==> config.mk <==
export PLATFORM = sky130hd
export DESIGN_NAME = button_conditioner_flat
export DESIGN_NICKNAME = d
export VERILOG_FILES = /design/src/rtl/button_conditioner_if.sv /design/src/rtl/button_conditioner.sv /design/src/flat_wrapper.sv
export SDC_FILE = /design/constraint.sdc
export NUM_CORES = 1
export LEC_CHECK = 0
export CORE_MARGIN = 3
export CORE_UTILIZATION = 30
export CTS_CLUSTER_SIZE = 25
export DETAILED_ROUTE_END_ITERATION = 10
export GPL_TIMING_DRIVEN = 0
export PLACE_DENSITY_LB_ADDON = 0.3
export SKIP_LAST_GASP = 1
export SLEW_MARGIN = 40
export SYNTH_ARGS = -nofsm -noshare
export SYNTH_HDL_FRONTEND = slang
export SYNTH_SLANG_ARGS = --single-unit
==> constraint.sdc <==
create_clock -name clk -period 3 [get_ports clk]
set_input_delay 0.45 -clock clk [delete_from_list [all_inputs] [get_ports clk]]
set_output_delay 0.45 -clock clk [all_outputs]
set_load 0.005 [all_outputs]
==> src/rtl/button_conditioner_if.sv <==
// Signal bundle between the raw push-buttons and the game controller.
// Strobes are one-cycle registered pulses; there is no backpressure.
interface button_conditioner_if;
  logic       btn_drop_in;
  logic       btn_right_in;
  logic       btn_left_in;
  logic       drop_pulse;
  logic       right_pulse;
  logic       left_pulse;
  logic [2:0] btn_state;

  modport master (
    output btn_drop_in, btn_right_in, btn_left_in,
    input  drop_pulse, right_pulse, left_pulse, btn_state
  );

  modport slave (
    input  btn_drop_in, btn_right_in, btn_left_in,
    output drop_pulse, right_pulse, left_pulse, btn_state
  );
endinterface

==> src/rtl/button_conditioner.sv <==
// Synchronizes, debounces and edge-detects three push-buttons into command strobes.
// Optional auto-repeat for left/right is enabled by defining AUTO_REPEAT_EN.
module button_conditioner #(
  parameter int unsigned DEBOUNCE_CYCLES = 250000,
  parameter int unsigned REPEAT_DELAY    = 10000000,
  parameter int unsigned REPEAT_PERIOD   = 2500000
) (
  input logic            clk,
  input logic            rst,
  button_conditioner_if.slave bus
);

  if (DEBOUNCE_CYCLES < 1 || DEBOUNCE_CYCLES > 32'h000F_FFFF) begin : g_bad_debounce
    $error("DEBOUNCE_CYCLES out of range");
  end
  if (REPEAT_DELAY < 2 || REPEAT_DELAY > 32'h00FF_FFFF) begin : g_bad_delay
    $error("REPEAT_DELAY out of range");
  end
  if (REPEAT_PERIOD < 2 || REPEAT_PERIOD > REPEAT_DELAY) begin : g_bad_period
    $error("REPEAT_PERIOD out of range");
  end

  localparam logic [19:0] DEB_LIM = 20'(DEBOUNCE_CYCLES);

  // Bit order everywhere is {left, right, drop}.
  logic [2:0]  raw;
  logic [2:0]  sync_a;
  logic [2:0]  sync_b;
  logic [2:0]  deb;
  logic [2:0]  deb_q;
  logic [2:0]  rise;
  logic [19:0] cnt [3];
  logic        conflict;
  logic        rep_left;
  logic        rep_right;
  logic        drop_q;
  logic        right_q;
  logic        left_q;

  assign raw = {bus.btn_left_in, bus.btn_right_in, bus.btn_drop_in};

  always_ff @(posedge clk or posedge rst) begin
    if (rst) begin
      sync_a <= '0;
      sync_b <= '0;
    end else begin
      sync_a <= raw;
      sync_b <= sync_a;
    end
  end

  // A level is accepted only after it has differed from the debounced
  // level for DEBOUNCE_CYCLES consecutive cycles plus the accepting cycle.
  always_ff @(posedge clk or posedge rst) begin
    if (rst) begin
      deb   <= '0;
      deb_q <= '0;
      for (int i = 0; i < 3; i++) cnt[i] <= '0;
    end else begin
      deb_q <= deb;
      for (int i = 0; i < 3; i++) begin
        if (sync_b[i] == deb[i]) begin
          cnt[i] <= '0;
        end else if (cnt[i] == DEB_LIM) begin
          deb[i] <= sync_b[i];
          cnt[i] <= '0;
        end else begin
          cnt[i] <= cnt[i] + 20'd1;
        end
      end
    end
  end

  assign rise     = deb & ~deb_q;
  assign conflict = deb[2] & deb[1];

`ifdef AUTO_REPEAT_EN
  localparam logic [23:0] DELAY_LIM  = 24'(REPEAT_DELAY);
  localparam logic [23:0] PERIOD_LIM = 24'(REPEAT_PERIOD);

  logic [23:0] rep_tmr;
  logic        rep_first;
  logic        single;
  logic        rep_fire;

  // Timer is 0 when parked; it only runs after an initial left/right strobe
  // and parks again on release, conflict or reset.
  assign single   = deb[2] ^ deb[1];
  assign rep_fire = single && (rep_tmr != 24'd0) &&
                    (rep_tmr == (rep_first ? DELAY_LIM : PERIOD_LIM));

  always_ff @(posedge clk or posedge rst) begin
    if (rst) begin
      rep_tmr   <= '0;
      rep_first <= 1'b1;
    end else if (!single) begin
      rep_tmr   <= '0;
      rep_first <= 1'b1;
    end else if (rise[2] || rise[1]) begin
      rep_tmr   <= 24'd1;
      rep_first <= 1'b1;
    end else if (rep_fire) begin
      rep_tmr   <= 24'd1;
      rep_first <= 1'b0;
    end else if (rep_tmr != 24'd0) begin
      rep_tmr   <= rep_tmr + 24'd1;
    end
  end

  assign rep_left  = rep_fire & deb[2];
  assign rep_right = rep_fire & deb[1];
`else
  assign rep_left  = 1'b0;
  assign rep_right = 1'b0;
`endif

  always_ff @(posedge clk or posedge rst) begin
    if (rst) begin
      drop_q  <= 1'b0;
      right_q <= 1'b0;
      left_q  <= 1'b0;
    end else begin
      drop_q  <= rise[0];
      right_q <= (rise[1] & ~conflict) | rep_right;
      left_q  <= (rise[2] & ~conflict) | rep_left;
    end
  end

  assign bus.drop_pulse  = drop_q;
  assign bus.right_pulse = right_q;
  assign bus.left_pulse  = left_q;
  assign bus.btn_state   = deb;

endmodule

==> src/flat_wrapper.sv <==
// flat-port wrapper written by rule: the top's interface ports become plain ports
module button_conditioner_flat 
#(
  parameter int unsigned DEBOUNCE_CYCLES = 250000,
  parameter int unsigned REPEAT_DELAY    = 10000000,
  parameter int unsigned REPEAT_PERIOD   = 2500000
)
  (clk, rst, bus_btn_drop_in, bus_btn_right_in, bus_btn_left_in, bus_drop_pulse, bus_right_pulse, bus_left_pulse, bus_btn_state);
  button_conditioner_if bus_i ();
  input logic clk;
  input logic rst;
  input wire logic [$bits(bus_i.btn_drop_in)-1:0] bus_btn_drop_in;
  input wire logic [$bits(bus_i.btn_right_in)-1:0] bus_btn_right_in;
  input wire logic [$bits(bus_i.btn_left_in)-1:0] bus_btn_left_in;
  output wire logic [$bits(bus_i.drop_pulse)-1:0] bus_drop_pulse;
  output wire logic [$bits(bus_i.right_pulse)-1:0] bus_right_pulse;
  output wire logic [$bits(bus_i.left_pulse)-1:0] bus_left_pulse;
  output wire logic [$bits(bus_i.btn_state)-1:0] bus_btn_state;
  assign bus_i.btn_drop_in = bus_btn_drop_in;
  assign bus_i.btn_right_in = bus_btn_right_in;
  assign bus_i.btn_left_in = bus_btn_left_in;
  assign bus_drop_pulse = bus_i.drop_pulse;
  assign bus_right_pulse = bus_i.right_pulse;
  assign bus_left_pulse = bus_i.left_pulse;
  assign bus_btn_state = bus_i.btn_state;
  button_conditioner #(.DEBOUNCE_CYCLES(DEBOUNCE_CYCLES), .REPEAT_DELAY(REPEAT_DELAY), .REPEAT_PERIOD(REPEAT_PERIOD)) u_core (.clk(clk), .rst(rst), .bus(bus_i));
endmodule
==> out/results.txt <==
first-pass GRT wire length - 12.3 mm
top_reg_cell synth - dfrtp_1
status - finished clean
worst r2r path cells - 6
drc violations - 0
per-cell routed wire length - 13.0 microns
worst r2r src - u_core.cnt[31]
fin nets - 394
Syn Std Cell Area - 3600 sq um
Power Dens Cells - 550 nW/um^2
fraction of registers with async set or reset after synthesis - 100%
diode count - 0
Mapped Avg Cell Area - 9.98 sq um
GPL Wtd Cong - 0.758
Pre-antenna DRT Iters - 4
vias in the first global route - 2575
Warnings, synthesis - 0
post-route clock period utilization - 75.9%
Die Wd - 116 microns
starting density of the core - 31.1%
final wirelength - 6.92 mm
total number of vias - 2656
CORE AREA - 11600 sq um
hold crit path type - reg2reg
Hold Violations, Final - 0
routed wl met2 - 3.05 mm
Post-CTS Setup Bufs - 0
DR iter-0 viols - 181
CTS sink count - 75
Mapped Nets - 372
gr ovfl total - 0
worst-case clock buffer depth - 2
Area Overhead vs Synth - 18.3%
maximum vdd drop - 0.348 mV
R2R Path End - u_core.cnt[30]
power consumption - 2.34 mW
Row Count - 39
Worst-path clk slew - 60 ps
CTS H-tree lvls - 3
Setup crit end kind - flop
Post-CTS Hold Fix Bufs - 0
Worst Setup EP - u_core.cnt[30]
number of synthesized flops with an enable pin - 0
fin crit period - 2280 ps
post-route core utilization - 36.8%
post-route ant nets - 0
initial antenna violation count - 0
DR vias/cell - 5.00
Layout Skew - 5.14 ps
Netlist cell types - 36
post-synth top area share - 52.1%
Final Max Slew Viols - 0
Slew HR - 53.1%
count leader, synth - dfrtp_1
Setup crit start - u_core.cnt[31]
die area - 13400 sq um
cell taking the most area after synthesis - dfrtp_1
Worst R2R Setup Slack - 720 ps
Clk Latency, worst-skew pair - 330 ps
IO buf count - 10
I/O pin cnt - 11
RSZ-0062 raised after global routing - no
Max-cap violations - 0
Tightest Pin Transition - 699 ps
Post-DP HPWL - 4.69 mm
setup violators final - 0
share of cells above drive strength 1 - 8.25%
Top Metal Used - met4
Die Height - 116 microns
WS Path Type - reg2reg
CP startpoint kind - flop
clock root cell - clkbuf_16
Static Leak - 1.73 nW
DR WL met3 - 266 microns
Num CTS Buffers - 9
Arr. time, crit path - 2480 ps
sequential fraction of the synthesis area - 52.1%
Met1 Wirelength - 3.46 mm
#FFs+latches synth - 75
Syn Inst Count - 361
CTS tree - yes
cts repair resizes - 0
top post-synthesis cells by count - dfrtp_1, nor2_1, nand3_1
CP max FO - 10
top cells by area, synth - dfrtp_1, nor2_1, xnor2_1
Required @ worst endpoint - 3200 ps
fmax - 439 MHz
largest net degree at the start of global routing - 61
GRT Resource Usage Total - 11.6%
## layer usage
layer / vias to the layer above / track usage, %
li1: 1321 / -
met1: 1285 / 15.3
met2: 40 / 17.4
met3: 10 / 3.92
met4: 0 / 4.69
met5: - / 0
## metrics by stage
step,TNS [ps],hold WS [ps],instances,area (sq um),worst slack [ps]
final,0,356,531,4260,722
after global routing,0,367,531,4260,463
after CTS,0,360,531,4260,677
after detailed placement,0,340,515,3910,696
after global placement,-46130,336,514,3880,-621
after floorplan,0,331,361,3600,640
## how the worst min path moves through the flow
stage / start / to / slack, ps / cells past startpoint
2_1_floorplan: u_core.sync_a[0] / u_core.sync_b[0] / 330 / 0
3_3_place_gp: u_core.sync_a[2] / u_core.sync_b[2] / 340 / 0
3_5_place_dp: u_core.sync_a[0] / u_core.sync_b[0] / 340 / 0
4_1_cts: u_core.sync_a[0] / u_core.sync_b[0] / 360 / 0
5_1_grt: u_core.sync_a[0] / u_core.sync_b[0] / 370 / 0
6_report: u_core.sync_a[0] / u_core.sync_b[0] / 360 / 0
## area by class of cell
cell class / instances / area [sq um]
Tap cell: 143 / 179
Clock inverter: 3 / 67.6
Multi-Input combinational cell: 258 / 1610
Inverter: 18 / 72.6
Fill cell: 1153 / 7300
Timing Repair Buffer: 11 / 128
Buffer: 10 / 43.8
Clock buffer: 13 / 280
Sequential cell: 75 / 1880
## kinds of logic after synthesis
group           count (synthesis)  synth area share, %
mux                             5                 1.49
simple gates                  172                 26.1
xor+xnor                       39                 9.48
flops                          75                 52.1
fa+ha+maj                       6                 2.08
compound gates                 36                 5.63
buf+inv                        28                 3.09
## state kept, by name, indices dropped and copies added, names as in the netlist
name                    cells
u_core.cnt                 60
u_core.bus.right_pulse      1
u_core.sync_a               3
u_core.bus.btn_state        3
u_core.bus.left_pulse       1
u_core.deb_q                3
u_core.sync_b               3
u_core.bus.drop_pulse       1
## where the power goes
| group | internal, mW | switching (mW) |
|---|---|---|
| Clock | 0.819 | 0.406 |
| Combinational | 0.0274 | 0.0516 |
| Sequential | 1.03 | 0.0132 |
## layout by cell type, fill, tap and decap left out, drive strengths merged, types with 4 or more instances in the layout
| master | netlist | layout |
|---|---|---|
| o21ai | 14 | 14 |
| and3 | 12 | 12 |
| and4 | 5 | 5 |
| nor4b | 7 | 7 |
| xnor2 | 21 | 21 |
| nand2 | 18 | 18 |
| nor4 | 7 | 7 |
| clkbuf | 7 | 20 |
| nand3 | 23 | 23 |
| inv | 18 | 18 |
| nand4 | 16 | 16 |
| xor2 | 18 | 18 |
| clkdlybuf4s50 | 0 | 10 |
| nor3b | 5 | 5 |
| dfrtp | 75 | 75 |
| buf | 3 | 4 |
| nor3 | 8 | 8 |
| nor2 | 51 | 51 |
| a21oi | 15 | 15 |
| or4 | 6 | 6 |
| or3 | 8 | 8 |
| ha | 6 | 6 |
## critical path, cell delays in order, from the launching register on
cell and delay [ps]:
dfrtp_1 350, clkbuf_1 180, nor4b_1 360, nand2_1 130
o21ai_1 580, clkbuf_1 440, nor2_1 100
Note: power is estimated with default switching activity, not from simulation.
